### src/rtl/spi_slave_frame.sv
// SPI frame receiver: oversamples sck/cs/mosi in the clk domain, emits one rdy per word.
// Optional MISO transmitter is enabled by defining SPI_SLAVE_MISO_EN.
module spi_slave_frame #(
  parameter int unsigned DATA_WIDTH = 8,
  parameter int unsigned SPI_MODE   = 1,
  parameter bit          MSB_FIRST  = 1'b1,
  parameter int unsigned IDX_W      = 4
) (
  input  logic                  clk,
  input  logic                  reset,
  input  logic                  sck,
  input  logic                  cs,
  input  logic                  mosi,
`ifdef SPI_SLAVE_MISO_EN
  input  logic [DATA_WIDTH-1:0] tx_data,
  output logic                  miso,
`endif
  output logic                  rdy,
  output logic [DATA_WIDTH-1:0] data,
  output logic [IDX_W-1:0]      idx,
  output logic                  frame_start,
  output logic                  frame_end,
  output logic                  err,
  output logic                  busy
);

  localparam bit CPOL        = ((SPI_MODE / 2) % 2) == 1;
  localparam bit CPHA        = (SPI_MODE % 2) == 1;
  localparam bit SAMPLE_RISE = (CPOL == CPHA);
  localparam int unsigned CNT_W = $clog2(DATA_WIDTH + 1);
  localparam logic [CNT_W-1:0] LAST_BIT = CNT_W'(DATA_WIDTH - 1);

  typedef enum logic {StIdle, StActive} state_t;

  logic r_sck_meta, r_sck_sync, r_sck_hist;
  logic r_cs_meta, r_cs_sync, r_cs_hist;
  logic r_mosi_meta, r_mosi_sync;
  logic [1:0] r_settle;
  logic r_armed;

  state_t                r_state;
  logic [DATA_WIDTH-1:0] r_shift;
  logic [CNT_W-1:0]      r_bitcnt;
  logic [DATA_WIDTH-1:0] r_data;
  logic [IDX_W-1:0]      r_idx;
  logic                  r_rdy, r_fs, r_fe, r_err, r_busy;

  logic w_sck_rise, w_sck_fall, w_cs_fall, w_cs_rise;
  logic w_active, w_sample, w_shift_edge;
  logic [DATA_WIDTH-1:0] w_shift_next;

  // r_armed blocks a frame until cs has been seen high after reset.
  always_ff @(posedge clk or posedge reset) begin
    if (reset) begin
      r_sck_meta  <= CPOL;
      r_sck_sync  <= CPOL;
      r_sck_hist  <= CPOL;
      r_cs_meta   <= 1'b1;
      r_cs_sync   <= 1'b1;
      r_cs_hist   <= 1'b1;
      r_mosi_meta <= 1'b0;
      r_mosi_sync <= 1'b0;
      r_settle    <= 2'd0;
      r_armed     <= 1'b0;
    end else begin
      r_sck_meta  <= sck;
      r_sck_sync  <= r_sck_meta;
      r_sck_hist  <= r_sck_sync;
      r_cs_meta   <= cs;
      r_cs_sync   <= r_cs_meta;
      r_cs_hist   <= r_cs_sync;
      r_mosi_meta <= mosi;
      r_mosi_sync <= r_mosi_meta;
      if (r_settle != 2'd2) begin
        r_settle <= r_settle + 2'd1;
      end else if (r_cs_sync) begin
        r_armed <= 1'b1;
      end
    end
  end

  assign w_sck_rise   = r_sck_sync & ~r_sck_hist;
  assign w_sck_fall   = ~r_sck_sync & r_sck_hist;
  assign w_cs_fall    = r_cs_hist & ~r_cs_sync & r_armed;
  assign w_cs_rise    = r_cs_sync & ~r_cs_hist;
  assign w_active     = (r_state == StActive) & ~r_cs_sync;
  assign w_sample     = w_active & (SAMPLE_RISE ? w_sck_rise : w_sck_fall);
  assign w_shift_edge = w_active & (SAMPLE_RISE ? w_sck_fall : w_sck_rise);

  always_comb begin
    w_shift_next = r_shift;
    if (MSB_FIRST) begin
      w_shift_next = {r_shift[DATA_WIDTH-2:0], r_mosi_sync};
    end else begin
      w_shift_next = {r_mosi_sync, r_shift[DATA_WIDTH-1:1]};
    end
  end

  always_ff @(posedge clk or posedge reset) begin
    if (reset) begin
      r_state  <= StIdle;
      r_shift  <= '0;
      r_bitcnt <= '0;
      r_data   <= '0;
      r_idx    <= '0;
      r_rdy    <= 1'b0;
      r_fs     <= 1'b0;
      r_fe     <= 1'b0;
      r_err    <= 1'b0;
      r_busy   <= 1'b0;
    end else begin
      r_rdy <= 1'b0;
      r_fs  <= 1'b0;
      r_fe  <= 1'b0;
      // idx holds the completed word's index during rdy, then advances.
      if (r_rdy) r_idx <= r_idx + 1'b1;
      case (r_state)
        StIdle: begin
          if (w_cs_fall) begin
            r_state  <= StActive;
            r_fs     <= 1'b1;
            r_busy   <= 1'b1;
            r_idx    <= '0;
            r_bitcnt <= '0;
            r_shift  <= '0;
            r_err    <= 1'b0;
          end
        end
        StActive: begin
          if (w_cs_rise) begin
            r_state  <= StIdle;
            r_fe     <= 1'b1;
            r_busy   <= 1'b0;
            r_err    <= (r_bitcnt != '0);
            r_bitcnt <= '0;
          end else if (w_sample) begin
            r_shift <= w_shift_next;
            if (r_bitcnt == LAST_BIT) begin
              r_bitcnt <= '0;
              r_data   <= w_shift_next;
              r_rdy    <= 1'b1;
            end else begin
              r_bitcnt <= r_bitcnt + 1'b1;
            end
          end
        end
        default: r_state <= StIdle;
      endcase
    end
  end

  assign rdy         = r_rdy;
  assign data        = r_data;
  assign idx         = r_idx;
  assign frame_start = r_fs;
  assign frame_end   = r_fe;
  assign err         = r_err;
  assign busy        = r_busy;

`ifdef SPI_SLAVE_MISO_EN
  logic [DATA_WIDTH-1:0] r_tx, w_tx_src;
  logic                  r_miso;

  function automatic logic tx_head(input logic [DATA_WIDTH-1:0] v);
    return MSB_FIRST ? v[DATA_WIDTH-1] : v[0];
  endfunction

  function automatic logic [DATA_WIDTH-1:0] tx_adv(input logic [DATA_WIDTH-1:0] v);
    return MSB_FIRST ? {v[DATA_WIDTH-2:0], 1'b0} : {1'b0, v[DATA_WIDTH-1:1]};
  endfunction

  // A shift edge landing on the reload cycle shifts the freshly loaded word.
  assign w_tx_src = r_rdy ? tx_data : r_tx;

  always_ff @(posedge clk or posedge reset) begin
    if (reset) begin
      r_tx   <= '0;
      r_miso <= 1'b0;
    end else if ((r_state == StIdle) && w_cs_fall) begin
      if (!CPHA) begin
        r_miso <= tx_head(tx_data);
        r_tx   <= tx_adv(tx_data);
      end else begin
        r_miso <= 1'b0;
        r_tx   <= tx_data;
      end
    end else if (w_active) begin
      if (w_shift_edge) begin
        r_miso <= tx_head(w_tx_src);
        r_tx   <= tx_adv(w_tx_src);
      end else if (r_rdy) begin
        r_tx <= tx_data;
      end
    end else begin
      r_miso <= 1'b0;
    end
  end

  assign miso = r_miso;
`endif

endmodule

### config.mk
export PLATFORM = sky130hd
export DESIGN_NAME = spi_slave_frame
export DESIGN_NICKNAME = d
export VERILOG_FILES = /design/src/rtl/spi_slave_frame.sv
export SDC_FILE = /design/constraint.sdc
export NUM_CORES = 1
export LEC_CHECK = 0
export CAP_MARGIN = 40
export CORE_MARGIN = 4
export CORE_UTILIZATION = 41
export CTS_CLUSTER_DIAMETER = 200
export DETAILED_ROUTE_END_ITERATION = 8
export GPL_TIMING_DRIVEN = 0
export PLACE_DENSITY = 0.69
export SLEW_MARGIN = 10
export SYNTH_ARGS = -nofsm -noshare
export SYNTH_HDL_FRONTEND = slang
export SYNTH_SLANG_ARGS = --single-unit
### constraint.sdc
create_clock -name clk -period 2.55 [get_ports clk]
set_input_delay 0.765 -clock clk [delete_from_list [all_inputs] [get_ports clk]]
set_output_delay 0.765 -clock clk [all_outputs]
set_load 0.01 [all_outputs]
==> results of run 1 <==
[state kept, by name, indices dropped and copies added (netlist names), 2 cells and up]
register  cells
data          8
r_shift       7
r_bitcnt      4
r_settle      2
idx           4
[power by group through the flow]
stage | combinational [mW] | clock [mW] | sequential, mW
final | 0.124 | 0.417 | 0.698
after global routing | 0.140 | 0.460 | 0.705
after CTS | 0.127 | 0.432 | 0.698
after detailed placement | 0.127 | 0 | 0.710
after global placement | 0.119 | 0 | 0.708
after floorplan | 0.0725 | 0 | 0.709
[metrics by stage]
stage	setup slack, ns	instances
after floorplan	0.872	111
after global placement	0.104	178
after detailed placement	0.742	178
after CTS	0.481	186
after global routing	0.457	186
final	0.500	186
[metal layers]
layer  vias up  GRT usage, %
met5         -             0
met1       471          13.1
met3         9          3.92
met4         0          7.81
met2        28          16.3
li1        443             -
[how the worst min path moves through the flow]
stage / from / slack (ns) / endpoint / depth (start not counted)
after CTS: r_sck_meta$_DFF_PP0_ / 0.36 / r_sck_sync$_DFF_PP0_ / 0
after global placement: r_sck_meta$_DFF_PP0_ / 0.33 / r_sck_sync$_DFF_PP0_ / 0
after detailed placement: r_sck_meta$_DFF_PP0_ / 0.34 / r_sck_sync$_DFF_PP0_ / 0
after floorplan: r_mosi_meta$_DFF_PP0_ / 0.33 / r_mosi_sync$_DFF_PP0_ / 0
after global routing: r_cs_meta$_DFF_PP1_ / 0.37 / r_cs_sync$_DFF_PP1_ / 0
final: r_mosi_meta$_DFF_PP0_ / 0.35 / r_mosi_sync$_DFF_PP0_ / 0
[kinds of logic (layout without fill, tap and decap cells)]
kind of cell,after synthesis,after routing,share of synthesized area (%)
flip-flops,40,40,65.7
AND/OR/NAND/NOR,26,26,9.73
AO/OA/AOI/OAI,17,17,8.59
multiplexers,10,10,7.20
buffers and inverters,10,39,3.27
adder cells (fa/ha/maj),4,4,3.27
XOR/XNOR,4,4,2.29
[cell type report]
type / count / area [um2]
Tap cell: 46 / 57.6
Clock buffer: 6 / 82.6
Clock inverter: 2 / 10.0
Sequential cell: 40 / 1000
Timing Repair Buffer: 21 / 210
Inverter: 6 / 22.5
Multi-Input combinational cell: 61 / 475
Fill cell: 323 / 1580
Buffer: 4 / 27.5
[Yosys cell counts (all sizes together) (2+ instances only)]
| library cell | number |
|---|---|
| nand4 | 2 |
| dfrtp | 37 |
| nand3 | 2 |
| inv | 6 |
| a22o | 8 |
| mux2i | 2 |
| ha | 4 |
| and4bb | 2 |
| nand2 | 5 |
| nor2 | 9 |
| xnor2 | 2 |
| buf | 3 |
| mux2 | 8 |
| o21ai | 3 |
| dfstp | 3 |
| xor2 | 2 |
| o2111ai | 2 |
==> metrics.txt, run 1 <==
drt drc 0; WL met2 1090 um; share of cells above drive strength 1 17.9%; asr flop ratio synth 100%; Worst-Margin Slew 0.765 ns; Final period util 80.4%; Iter 0 DRT Violations 28; CTS max path bufs 2; Synth Register Bits 40; unrepaired setup endpoints after global routing no; most common cell after layout, fill and taps aside dfrtp_1; Final Max Slew Viols 0; via count 951; Metal-1 WL 1030 um; input/output buffers 21; crit path launch type flop; Critical Path RT 1.79 ns; CP Class flop to output port; Setup-failing EPs final 0; CP top delay family buffers and inverters; setup TNS 0 ns; Pre-antenna DRT Iters 4; Finished Cell Area 1890 um2; syn avg cell area 13.8 um2; clock network power share 33.7%; Cell Area, Synth 1530 um2; row count 21; PwrDens 655 nW/um2; full die area 4770 um2; chip height 69.1 um; vias in the first global route 904; # diodes 0; worst skew pair latency 0.29 ns; Rel. slew slack 48.9%; Worst Path Arrival 1.29 ns; Clock transition at path regs 0.07 ns; worst hold path class flop to flop; H-tree depth 2; Sw Ratio 23.4%; FMAX 488 MHz; # nets final 148; status finished, final reports clean; WP depth 1; CTS sink cnt 40; Reg power frac 56.3%; CP endpoint kind output port; top routing layer in use met4; VDD IR-drop max 0.000390 V; number of distinct library cells after synthesis 31; gr ovfl total 0; CP bufs+invs 1; FF-to-FF End data[2]$_DFFE_PP0P_; Placed Area 1800 um2; Leakage 0.878 nW; Layout area overhead 23.5%; Final ANT Viol Nets 0; post-synth top area cell dfrtp_1; Power Total 1.24 mW; Final Util 54.5%; Setup crit end rdy; commonest cells after routing, fill and taps aside dfrtp_1 (37), clkdlybuf4s50_1 (21), nor2_1 (9); postcts setup bufs 0; crit-path max cell delay 0.56 ns; detailed-routed wire length on met3 132 um; DIE WIDTH 69.1 um; area share of the largest cell type after synthesis 60.5%; endpoints failing hold 0; EDFF count, synth 0; # IOs 22; top post-synthesis cells by area dfrtp_1 (61%), mux2_2 (5.9%), dfstp_2 (5.2%), a22o_1 (4.6%), ha_1 (3.3%); CTS-repair resized insts 0; NetSw 0.290 mW; antenna violations before repair 0; area of the core 3470 um2; Cells after Synth 111; Routed WL 2340 um; crit-path cells clkdlybuf4s50_1; largest net degree at the start of global routing 41; Critical Path Source rdy$_DFF_PP0_; Worst path slowest cell clkdlybuf4s50_1; TritonCTS buffer count 5; CTS root buffer clkbuf_8; gr usage total 11.0%; max-cap violation count 0; DPL Wire Length 1670 um; sequential share of the synthesized area 65.7%; YS warnings 0; predominant post-synthesis flop cell dfrtp_1; worst reg2reg path startpoint r_state$_DFF_PP0_; Initial Utilization 44.1%; hold_ws 0.354 ns; global-route wire length before repair 4080 um; Vias/cell 5.11; Max FO, Critical Path 5; CTS tree done; Clock Skew 0.00531 ns; fin crit period 2.05 ns; routability cong. 0.775; syn nets 120; Routed WL per cell 12.6 um; Worst R2R Path Depth 4; Internal 0.949 mW; Reg2Reg Setup Slack 0.95 ns; Hold-fix buffers, CTS 0; Comb power frac 10.0%
No activity file was read; power rests on OpenSTA's default activity.
==> run 2, diff against run 1 <==
--- a/config.mk
+++ b/config.mk
@@ -11,7 +11,7 @@
 export CTS_CLUSTER_DIAMETER = 200
 export DETAILED_ROUTE_END_ITERATION = 8
 export GPL_TIMING_DRIVEN = 0
-export PLACE_DENSITY = 0.69
+export PLACE_DENSITY = 0.71
 export SLEW_MARGIN = 10
 export SYNTH_ARGS = -nofsm -noshare
 export SYNTH_HDL_FRONTEND = slang
==> constraint.sdc (replaced) <==
create_clock -name clk -period 1.77 [get_ports clk]
set_input_delay 0.531 -clock clk [delete_from_list [all_inputs] [get_ports clk]]
set_output_delay 0.531 -clock clk [all_outputs]
set_load 0.01 [all_outputs]
==> run 2 against run 1 <==
  * Die area is the same
  * Sequential cell count unchanged
  * Combinational power grew 41%
  * Wire length grew 8.7%
  * First-iteration DRC count up 36%
  * Critical path depth unchanged
  * Clock skew is 0.0037 ns higher
  * Critical endpoint is now data[7]
==> metrics.txt, run 2 (synthesis gave the netlist of run 1 again) <==
endpoints failing hold 0; CP bufs+invs 1; chip height 69.1 um; Reg2Reg Setup Slack 0.14 ns; routability cong. 0.782; CP Class flop to output port; Comb power frac 9.2%; worst reg2reg path startpoint r_cs_sync$_DFF_PP1_; Iter 0 DRT Violations 38; gr usage total 11.8%; DPL Wire Length 1780 um; Vias/cell 5.08; share of cells above drive strength 1 17.7%; via count 950; worst skew pair latency 0.29 ns; Placed Area 1800 um2; status finished, final reports clean; Leakage 0.948 nW; Critical Path RT 1.24 ns; Layout Cells excl Fill 187; CTS max path bufs 2; multi-input logic area 475 um2; Layout area overhead 25.4%; DIE WIDTH 69.1 um; Setup-failing EPs final 0; crit-path max cell delay 0.54 ns; row count 21; Max FO, Critical Path 2; Worst path slowest cell clkdlybuf4s50_1; NetSw 0.424 mW; worst hold path class flop to flop; CP endpoint kind output port; CTS root buffer clkbuf_8; Routed WL 2540 um; fin crit period 1.73 ns; Reg power frac 53.0%; hold_ws 0.356 ns; CP top delay family buffers and inverters; Sw Ratio 22.4%; # placed instances 178; # diodes 0; Final Max Slew Viols 0; full die area 4770 um2; area of the core 3470 um2; TritonCTS buffer count 5; crit-path cells clkdlybuf4s50_1; Clock transition at path regs 0.08 ns; Hold Startpoint r_cs_meta$_DFF_PP1_; Clock Skew 0.00905 ns; max-cap violation count 0; Final ANT Viol Nets 0; gr ovfl total 0; Internal 1.47 mW; Worst Hold Path EP r_cs_sync$_DFF_PP1_; Worst-Margin Slew 0.781 ns; largest net degree at the start of global routing 41; setup slack after layout 0.0418 ns; CTS tree done; antenna violations before repair 0; Power Total 1.90 mW; commonest cells after routing, fill and taps aside dfrtp_1 (37), clkdlybuf4s50_1 (17), nor2_1 (9); max reg flops 8; vias in the first global route 945; Worst Path Arrival 1.20 ns; VDD IR-drop max 0.000613 V; Final period util 97.6%; CTS sink cnt 40; input/output buffers 21; # nets final 149; Routed WL per cell 13.6 um; PwrDens 988 nW/um2; dpl ws 0.133 ns; most common cell after layout, fill and taps aside dfrtp_1; setup TNS 0 ns; unrepaired setup endpoints after global routing no; FF-to-FF End r_shift[6]$_DFFE_PP0P_; crit path launch type flop; # IOs 22; Rel. slew slack 47.9%; drt drc 0; clock network power share 37.7%; global-route wire length before repair 4440 um; FMAX 579 MHz; Hold-fix buffers, CTS 0; Worst R2R Path Depth 4; Finished Cell Area 1920 um2; fill count 297; FF+latch area 1000 um2; Initial Utilization 44.1%; Pre-antenna DRT Iters 4; Hold Crit Depth 0; H-tree depth 2; Final Util 55.3%
==> run 2: cell count changes in the layout (fill, tap and decap cells not counted), sizes merged <==
cell,previous run,this run
clkdlybuf4s50,21,17
buf,3,4
bufinv,0,1
dlygate4sd2,0,1
dlymetal6s2s,0,3
clkinv,2,1
==> run 2: cell type report <==
type,count,share of cell area (%)
sequential,40,52.3
inverter,6,1.17
buffer,4,1.43
tap,46,3.00
multi-input combinational,61,24.8
timing repair buffer,22,11.7
clock buffer,6,3.78
clock inverter,2,1.83
==> run 2: worst max path at each step <==
stage | from | endpoint | slack (ns) | depth (start not counted)
floorplan | r_cs_sync$_DFF_PP1_ | data[0]$_DFFE_PP0P_ | 0.32 | 4
global placement | reset | idx[3]$_DFF_PP0_ | -0.44 | 2
detailed placement | r_cs_sync$_DFF_PP1_ | r_shift[6]$_DFFE_PP0P_ | 0.13 | 4
CTS | idx[2]$_DFF_PP0_ | idx[2] | 0.004 | 1
global route | err$_DFFE_PP0P_ | err | 0.0007 | 1
finish | data[7]$_DFFE_PP0P_ | data[7] | 0.04 | 1
==> run 2: power by group through the flow <==
stage / Clock, mW / Sequential (mW) / Combinational [mW]
2_1_floorplan: 0 / 1.02 / 0.104
3_3_place_gp: 0 / 1.02 / 0.171
3_5_place_dp: 0 / 1.02 / 0.179
4_1_cts: 0.727 / 1.01 / 0.180
5_1_grt: 0.778 / 1.01 / 0.202
6_report: 0.716 / 1.01 / 0.175
==> run 2: repair_timing <==
action | in CTS | in global routing
cloned | 0 | 0
setup endpoints to repair | 2 | 3
setup buffers | 1 | 0
gates resized for setup | 1 | 3
==> run 2: routing by layer <==
metal	share of wire (%)	global-route usage (%)
met1	44	14.6
met2	50	17.7
met3	5.4	4.80
met4	1.1	6.29
met5	0	0
==> run 3, diff against run 2 <==
--- a/config.mk
+++ b/config.mk
@@ -11,6 +11,7 @@
 export CTS_CLUSTER_DIAMETER = 200
 export DETAILED_ROUTE_END_ITERATION = 8
 export GPL_TIMING_DRIVEN = 0
+export MAX_ROUTING_LAYER = met4
 export PLACE_DENSITY = 0.71
 export SLEW_MARGIN = 10
 export SYNTH_ARGS = -nofsm -noshare
==> constraint.sdc (replaced) <==
create_clock -name clk -period 1.77 [get_ports clk]
set_input_delay 0.531 -clock clk [delete_from_list [all_inputs] [get_ports clk]]
set_output_delay 0.531 -clock clk [all_outputs]
set_load 0.1 [all_outputs]
==> run 3 against run 2 <==
  * Final area is 9.0% higher
  * Non-clock buffer count grew 1
  * Power rose by 8.7%
  * Sequential share of layout area decreased by 4.3 points
  * Hold slack got worse by 0.0044 ns
  * Sequential cell count unchanged
  * Critical endpoint is now rdy
  * Die area did not move
  * Largest cell class unchanged
==> metrics.txt, run 3 (synthesis gave the netlist of run 1 again) <==
status finished, final reports clean; Finished Cell Area 2090 um2; Power Total 2.06 mW; Hold-fix buffers, CTS 0; Critical Path RT 1.24 ns; Rel. slew slack 48.1%; CTS tree done; VDD IR-drop max 0.000657 V; CP endpoint kind output port; DPL Wire Length 2100 um; gr usage total 12.7%; via count 963; antenna violations before repair 0; H-tree depth 2; Reg2Reg Setup Slack 0.14 ns; Worst-Margin Slew 0.777 ns; TritonCTS buffer count 5; chip height 69.1 um; Initial Utilization 44.1%; Max FO, Critical Path 2; Clock transition at path regs 0.07 ns; DIE WIDTH 69.1 um; endpoints failing hold 0; worst skew pair latency 0.29 ns; crit path launch type flop; Hold Crit Depth 0; CTS root buffer clkbuf_8; Final ANT Viol Nets 0; FF-to-FF End r_shift[3]$_DFFE_PP0P_; Setup-failing EPs final 0; routability cong. 0.793; Leakage 0.977 nW; setup slack after layout 0.112 ns; Worst Path Arrival 1.13 ns; # nets final 150; Setup crit end rdy; Pre-antenna DRT Iters 6; max-cap violation count 0; CTS max path bufs 2; PwrDens 985 nW/um2; worst reg2reg path startpoint r_cs_sync$_DFF_PP1_; share of cells above drive strength 1 29.6%; global-route wire length before repair 4710 um; worst hold path class flop to flop; fin crit period 1.66 ns; Critical Path Source rdy$_DFF_PP0_; most common cell after layout, fill and taps aside dfrtp_1; CTS sink cnt 40; # diodes 0; # IOs 22; Final Util 60.3%; dpl ws 0.0574 ns; commonest cells after routing, fill and taps aside dfrtp_1 (37), buf_12 (17), nor2_1 (9); Layout area overhead 36.7%; vias in the first global route 989; Vias/cell 5.12; full die area 4770 um2; fill count 273; largest net degree at the start of global routing 41; Placed Area 2050 um2; input/output buffers 21; FMAX 603 MHz; unrepaired setup endpoints after global routing no; Routed WL per cell 14.7 um; row count 21; Worst R2R Path Depth 4; gr ovfl total 0; area of the core 3470 um2; drt drc 0; Final Max Slew Viols 0; Clock Skew 0.00484 ns; Final period util 93.7%; Iter 0 DRT Violations 56; CP Class flop to output port; Routed WL 2760 um; max reg flops 8
run 3: cell types whose count changed in the layout (fill, tap and decap cells not counted), sizes merged:
cell	delta
clkdlybuf4s50	-13
buf	+17
dlymetal6s2s	-3
run 3: critical path, stage by stage (launching register included):
cell           delay, ns
dfrtp_1             0.38
dlygate4sd2_1       0.28
buf_12              0.17
run 3: repair_timing:
action                                  CTS  global route
endpoints found under the setup margin   17             0
setup buffers                             1             0
gates resized for setup                  18             0
endpoints found under the hold margin     0             0
run 3: metal layers:
layer | vias up | GRT usage (%) | share of wire [%]
met3 | 4 | 4.51 | 6.1
li1 | 449 | - | -
met4 | 0 | 3.25 | 0.73
met2 | 32 | 20.9 | 51
met1 | 478 | 14.8 | 42
met5 | - | - | 0
run 3: layout make-up:
type / count / area (um2) / share of cell area, %
Buffer: 4 / 27.5 / 1.32
Clock buffer: 6 / 72.6 / 3.47
Clock inverter: 2 / 35.0 / 1.67
Inverter: 6 / 22.5 / 1.08
Multi-Input combinational cell: 61 / 475 / 22.7
Sequential cell: 40 / 1000 / 48.0
Tap cell: 46 / 57.6 / 2.75
Timing Repair Buffer: 23 / 397 / 19.0
run 3: report_power, final:
group | switching, mW | internal, mW | leakage, nW | total (mW)
combinational | 0.206 | 0.122 | 0.405 | 0.328
clock | 0.299 | 0.418 | 0.0552 | 0.717
sequential | 0.0477 | 0.969 | 0.518 | 1.02
run 3: worst min-delay path by stage:
stage / from / endpoint
floorplan: r_mosi_meta$_DFF_PP0_ / r_mosi_sync$_DFF_PP0_
CTS: r_sck_meta$_DFF_PP0_ / r_sck_sync$_DFF_PP0_
finish: r_sck_meta$_DFF_PP0_ / r_sck_sync$_DFF_PP0_
global placement: r_sck_meta$_DFF_PP0_ / r_sck_sync$_DFF_PP0_
detailed placement: r_sck_meta$_DFF_PP0_ / r_sck_sync$_DFF_PP0_
global route: r_sck_meta$_DFF_PP0_ / r_sck_sync$_DFF_PP0_
run 3: through the flow:
| step | hold WS (ns) | TNS, ns | cells |
|---|---|---|---|
| floorplan | 0.331 | 0 | 111 |
| global placement | 0.333 | -20.50 | 178 |
| detailed placement | 0.339 | 0 | 195 |
| CTS | 0.355 | 0 | 188 |
| global route | 0.360 | 0 | 188 |
| finish | 0.352 | 0 | 188 |
